$ cat config.mk
export PLATFORM = sky130hd
export DESIGN_NAME = bcd_clock_12h
export DESIGN_NICKNAME = d
export VERILOG_FILES = /design/src/rtl/bcd_clock_12h.sv
export SDC_FILE = /design/constraint.sdc
export NUM_CORES = 1
export LEC_CHECK = 0
export ABC_AREA = 1
export ABC_CLOCK_PERIOD_IN_PS = 4700
export CAP_MARGIN = 20
export CORE_UTILIZATION = 45
export DETAILED_ROUTE_END_ITERATION = 6
export PLACE_DENSITY_LB_ADDON = 0.3
export SKIP_CTS_REPAIR_TIMING = 1
export SLEW_MARGIN = 30
export SYNTH_ARGS = -nofsm -noshare
export SYNTH_HDL_FRONTEND = slang
export SYNTH_SLANG_ARGS = --single-unit
$ cat constraint.sdc
create_clock -name clk -period 4.7 [get_ports clk]
set_input_delay 0.705 -clock clk [delete_from_list [all_inputs] [get_ports clk]]
set_output_delay 0.705 -clock clk [all_outputs]
set_load 0.1 [all_outputs]
$ cat src/rtl/bcd_clock_12h.sv
`default_nettype none
// ============================================================================
// Module   : bcd_clock_12h
// Purpose  : 12-hour hh:mm:ss BCD time-of-day counter with AM/PM flag and a
//            valid/ready time-set port. Optional alarm: BCD_CLOCK_ALARM_EN.
// Revision : 1.0 - initial release
// ============================================================================
module bcd_clock_12h #(
  parameter logic [7:0] RESET_HH = 8'h12,
  parameter logic [7:0] RESET_MM = 8'h00,
  parameter logic       RESET_PM = 1'b0
) (
  input  logic       clk,
  input  logic       reset,
  input  logic       sec_tick,
  input  logic       set_valid,
  output logic       set_ready,
  input  logic [7:0] set_hh,
  input  logic [7:0] set_mm,
  input  logic [7:0] set_ss,
  input  logic       set_pm,
  output logic       set_err,
  output logic [7:0] hh,
  output logic [7:0] mm,
  output logic [7:0] ss,
  output logic       pm,
`ifdef BCD_CLOCK_ALARM_EN
  input  logic [7:0] alarm_hh,
  input  logic [7:0] alarm_mm,
  input  logic       alarm_pm,
  input  logic       alarm_arm,
  output logic       alarm,
`endif
  output logic       min_tick
);

  localparam logic [0:0] c_st_run  = 1'b0;
  localparam logic [0:0] c_st_hold = 1'b1;

  function automatic logic f_hh_ok(input logic [7:0] v);
    return ((v[7:4] == 4'd0) && (v[3:0] >= 4'd1) && (v[3:0] <= 4'd9)) ||
           ((v[7:4] == 4'd1) && (v[3:0] <= 4'd2));
  endfunction

  function automatic logic f_ms_ok(input logic [7:0] v);
    return (v[7:4] <= 4'd5) && (v[3:0] <= 4'd9);
  endfunction

  // Minute/second increment, 59 wraps to 00.
  function automatic logic [7:0] f_ms_inc(input logic [7:0] v);
    if (v[3:0] == 4'd9)
      return (v[7:4] == 4'd5) ? 8'h00 : {v[7:4] + 4'd1, 4'd0};
    return {v[7:4], v[3:0] + 4'd1};
  endfunction

  function automatic logic [7:0] f_hh_inc(input logic [7:0] v);
    if (v == 8'h12) return 8'h01;
    if (v == 8'h09) return 8'h10;
    return {v[7:4], v[3:0] + 4'd1};
  endfunction

  logic [0:0] r_state, w_state_nxt;
  logic [7:0] r_hh, r_mm, r_ss;
  logic       r_pm, r_set_err, r_min_tick;

  logic       w_transfer, w_set_legal, w_load, w_run_tick;
  logic       w_ss_wrap, w_mm_wrap;
  logic [7:0] w_ss_nxt, w_mm_nxt, w_hh_nxt;
  logic       w_pm_nxt;

  // ---------------- FSM: state register ----------------
  always_ff @(posedge clk or negedge reset) begin
    if (!reset) r_state <= c_st_run;
    else        r_state <= w_state_nxt;
  end

  // ---------------- FSM: next state ----------------
  always_comb begin
    w_state_nxt = r_state;
    case (r_state)
      c_st_run:  if (w_load)   w_state_nxt = c_st_hold;
      c_st_hold: if (sec_tick) w_state_nxt = c_st_run;
      default:                 w_state_nxt = c_st_run;
    endcase
  end

  // ---------------- FSM: outputs ----------------
  always_comb begin
    set_ready = (r_state == c_st_run);
  end

  // A transfer (legal or not) always wins over a coincident tick.
  assign w_transfer  = set_valid && set_ready;
  assign w_set_legal = f_hh_ok(set_hh) && f_ms_ok(set_mm) && f_ms_ok(set_ss);
  assign w_load      = w_transfer && w_set_legal;
  assign w_run_tick  = sec_tick && set_ready && !w_transfer;

  // Corrupted fields snap back to their reset value and do not carry.
  always_comb begin
    w_ss_wrap = f_ms_ok(r_ss) && (r_ss == 8'h59);
    w_mm_wrap = w_ss_wrap && f_ms_ok(r_mm) && (r_mm == 8'h59);
    w_ss_nxt  = f_ms_ok(r_ss) ? f_ms_inc(r_ss) : 8'h00;
    w_mm_nxt  = !f_ms_ok(r_mm) ? RESET_MM : (w_ss_wrap ? f_ms_inc(r_mm) : r_mm);
    w_hh_nxt  = !f_hh_ok(r_hh) ? RESET_HH : (w_mm_wrap ? f_hh_inc(r_hh) : r_hh);
    w_pm_nxt  = r_pm ^ (w_mm_wrap && (r_hh == 8'h11));
  end

  always_ff @(posedge clk or negedge reset) begin
    if (!reset) begin
      r_hh       <= RESET_HH;
      r_mm       <= RESET_MM;
      r_ss       <= 8'h00;
      r_pm       <= RESET_PM;
      r_set_err  <= 1'b0;
      r_min_tick <= 1'b0;
    end else begin
      r_set_err  <= w_transfer && !w_set_legal;
      r_min_tick <= w_run_tick && w_ss_wrap;
      if (w_load) begin
        r_hh <= set_hh;
        r_mm <= set_mm;
        r_ss <= set_ss;
        r_pm <= set_pm;
      end else if (w_run_tick) begin
        r_hh <= w_hh_nxt;
        r_mm <= w_mm_nxt;
        r_ss <= w_ss_nxt;
        r_pm <= w_pm_nxt;
      end
    end
  end

`ifdef BCD_CLOCK_ALARM_EN
  logic r_alarm;

  // Only counting ticks can fire the alarm; a set landing on it cannot.
  always_ff @(posedge clk or negedge reset) begin
    if (!reset) r_alarm <= 1'b0;
    else        r_alarm <= w_run_tick && alarm_arm &&
                           (w_hh_nxt == alarm_hh) && (w_mm_nxt == alarm_mm) &&
                           (w_ss_nxt == 8'h00) && (w_pm_nxt == alarm_pm);
  end

  assign alarm = r_alarm;
`endif

  assign hh       = r_hh;
  assign mm       = r_mm;
  assign ss       = r_ss;
  assign pm       = r_pm;
  assign set_err  = r_set_err;
  assign min_tick = r_min_tick;

endmodule
`default_nettype wire

==> results.toml <==
[outcome]
status = "completed"

[power]
p_per_area_mw_per_mm2 = 526
power.total_w = 0.00144
netSwitchingPower_w = 0.000784
p_seq_share_pct = 26.1
clkPwrFrac_pct = 13.4
power_frac_comb_pct = 60.6
power_leakage_nw = 1.37
irDropWorstVdd_uv = 339
swShare_pct = 54.4
internal_power_w = 0.000657

[placed_design]
dp_hpwl_mm = 3.91
io_buffers = 56
routabilityCongestion = 0.924

[layout]
fillCellCount = 408
diodes = 0
finish.net_count = 407
layout-drive-gt1-share_pct = 8.58
areaGrowthSynthToFinish_pct = 32.4

[detailed_routing]
remaining_drc_errors = 0
vias = 2131
drt_first_pass_iters = 4
wl_per_cell_um = 11.9
dr.first_iter.drc_count = 104
final_antenna_net_count = 0
routed_wl_mm = 5.05
avgViaCountPerCell = 5.01

[logic_synthesis]
synth_fp_nets = 348
synth_top_family_by_area = "simple AND/OR/NAND/NOR gates"
synth_common_cells = "nand2_1 (112), inv_1 (39), nor2_1 (38)"
syn_inst = 315
syn_area_per_cell_sq_um = 6.57
yosysUniqueCellTypes = 30
synth.yosys.seq_area_share_pct = 34.0
ys_ff_latch = 28
async_flop_share_pct = 100
yosysTopAreaCell = "dfrtp_1"
synth.most_common_cell = "nand2_1"
synth_area_leaders = "dfrtp_1 (31%), nand2_1 (20%), inv_1 (7.1%)"
synth_mux_area_share_pct = 0
synthXorXnorAreaFrac_pct = 2.12
synth_top_area_share_pct = 31.4
synth_ff_type = "dfrtp_1"
synth_area_sq_mm = 0.00207
synthAdderAreaFrac_pct = 2.42
synth_edf_count = 0
yosysWarnings = 0
synth_compound_area_share_pct = 7.07
yosys.area_share.simple_pct = 44.8

[floorplanning]
die_area_sq_mm = 0.00487
io_pins = 57
die_x_um = 69.8
start_util_pct = 47.2
core_area_sq_mm = 0.00438
rows = 24
fp.dieH_um = 69.8

[clock_tree]
htree_levels = 1
cts_made_buffers = 3
insertion_delay_ns = 0.28
path_clk_slew_ns = 0.10
cts_tree = "built"
cts_root_buf = "clkbuf_8"
clock-sinks = 28
clockBufferDepth = 2

[sta]
relSlewSlack_pct = 34.8
slew_viol_final = 0
period_needed_ns = 2.73
setup_viol = 0
hold_viol = 0
tns_ns = 0
tightest_slew_ns = 0.976
fmax_mhz = 366
final.period_utilization_pct = 58.1
grt_setup_unrepaired = "no"
fin_worst_skew_ns = 0.00248

[setup_path]
path_depth = 1
end_kind = "primary output"
timing.rr.start = "hh[1]"
cpPeakStageDelay_ns = 1.15
r2r_slack_ns = 2.89
cp_max_fo = 6
cp_cell_sequence = "clkdlybuf4s50_1"
r2r_end = "hh[7]"
cp-start-kind = "register"
reg2regPathDepth = 9
cp_slowest_cell = "clkdlybuf4s50_1"
critPathTopFamily = "buffers and inverters"
cp_num_buf_inv = 1
path_class = "reg -> out"
critPathRequiredTime_ns = 3.99
arrival_ns = 2.02

[grt]
use_met3_pct = 2.62
use_met1_pct = 28.3
busiest_layer = "met2"
grt-ovfl-total = 0
grt_max_degree = 29
grtUsageTotal_pct = 21.7
grt_pass1_vias = 1974
use_met2_pct = 37.8
grt_pass1_wl_mm = 8.63
antenna_found_initial = 0

[min_path]
worstHoldStart = "hh[4]"
min_path_type = "reg -> reg"
whs_path_depth = 2
hold_end = "hh[4]"

[flow_run]
cap_violations = 0
## placed cells by master (no fill, tap or decap), types with 2 or more instances in the layout
cell type        netlist  final
nand2_1              112    112
dfstp_2                2      2
inv_1                 39     39
o21ai_0                7      7
o211ai_2               2      2
nor2_4                 2      2
clkbuf_8               0      3
o21ai_1                2      2
nand2_4                2      2
clkdlybuf4s50_1        0     56
nor2_1                38     38
or2_2                  3      3
inv_2                  5      5
nand4_1                9      9
ha_1                   4      4
dfrtp_1               26     26
nand3_1               29     29
nor3_1                 5      5
xor2_1                 4      4
nand2_2                6      6
a21oi_1                5      5
## power by group through the flow
stage                     Combinational [W]  Clock [W]  Sequential [W]
after CTS                          0.000875   0.000198        0.000375
after detailed placement           0.000871          0        0.000380
after global routing               0.000940   0.000208        0.000386
after global placement             0.000857          0        0.000380
after floorplan                    0.000310          0        0.000731
final                              0.000873   0.000192        0.000375
## worst reg2reg max path: cells and delay by family (launching register included)
family                   cells  cell delay (ns)
AO/OA/AOI/OAI                1             0.14
adder cells (fa/ha/maj)      1             0.22
buffers and inverters        2             0.14
flip-flops                   1             0.60
AND/OR/NAND/NOR              5             0.66
## cells by family after synthesis
family / count (synthesis)
flip-flops: 28
XOR/XNOR: 5
AO/OA/AOI/OAI: 21
adder cells (fa/ha/maj): 4
AND/OR/NAND/NOR: 210
buffers and inverters: 47
## cell type report
class | count | area, sq um | share of cell area, %
clock buffer | 3 | 41.3 | 1.51
clock inverter | 1 | 30.0 | 1.10
inverter | 44 | 165 | 6.03
multi-input combinational | 240 | 1170 | 42.6
sequential | 28 | 703 | 25.7
tap | 52 | 65.1 | 2.37
timing repair buffer | 57 | 568 | 20.7
## per-stage QoR
stage                     cells  utilization, %  cell area, sq um  hold slack, ns  setup WS (ns)
final                       425            62.5              2740           0.498           1.97
after global placement      421            60.9              2670           0.475           2.19
after floorplan             315               -              2070           0.409           2.51
after CTS                   425            62.5              2740           0.501           1.97
after detailed placement    421            60.9              2670           0.484           2.11
after global routing        425            62.5              2740           0.534           1.94
## how the worst max path moves through the flow
stage | from | slack [ns] | to
6_report | hh[1] | 1.97 | hh[1]
3_5_place_dp | set_valid | 2.11 | mm[2]
3_3_place_gp | set_valid | 2.19 | mm[0]
2_1_floorplan | hh[0] | 2.51 | hh[3]
5_1_grt | hh[1] | 1.94 | hh[1]
4_1_cts | hh[1] | 1.97 | hh[1]
## registers in the layout (all words and copies together) (netlist names)
signal,count
ss,8
hh,8
min_tick,1
pm,1
mm,8
set_err,1
r_state,1
## per-layer routing
| layer | part of all wire [%] | routed length (um) |
|---|---|---|
| met1 | 45 | 2280 |
| met2 | 50 | 2530 |
| met3 | 3.6 | 180 |
| met4 | 1.3 | 65 |
| met5 | 0 | 0 |
Power figures use the tool's default switching activity.
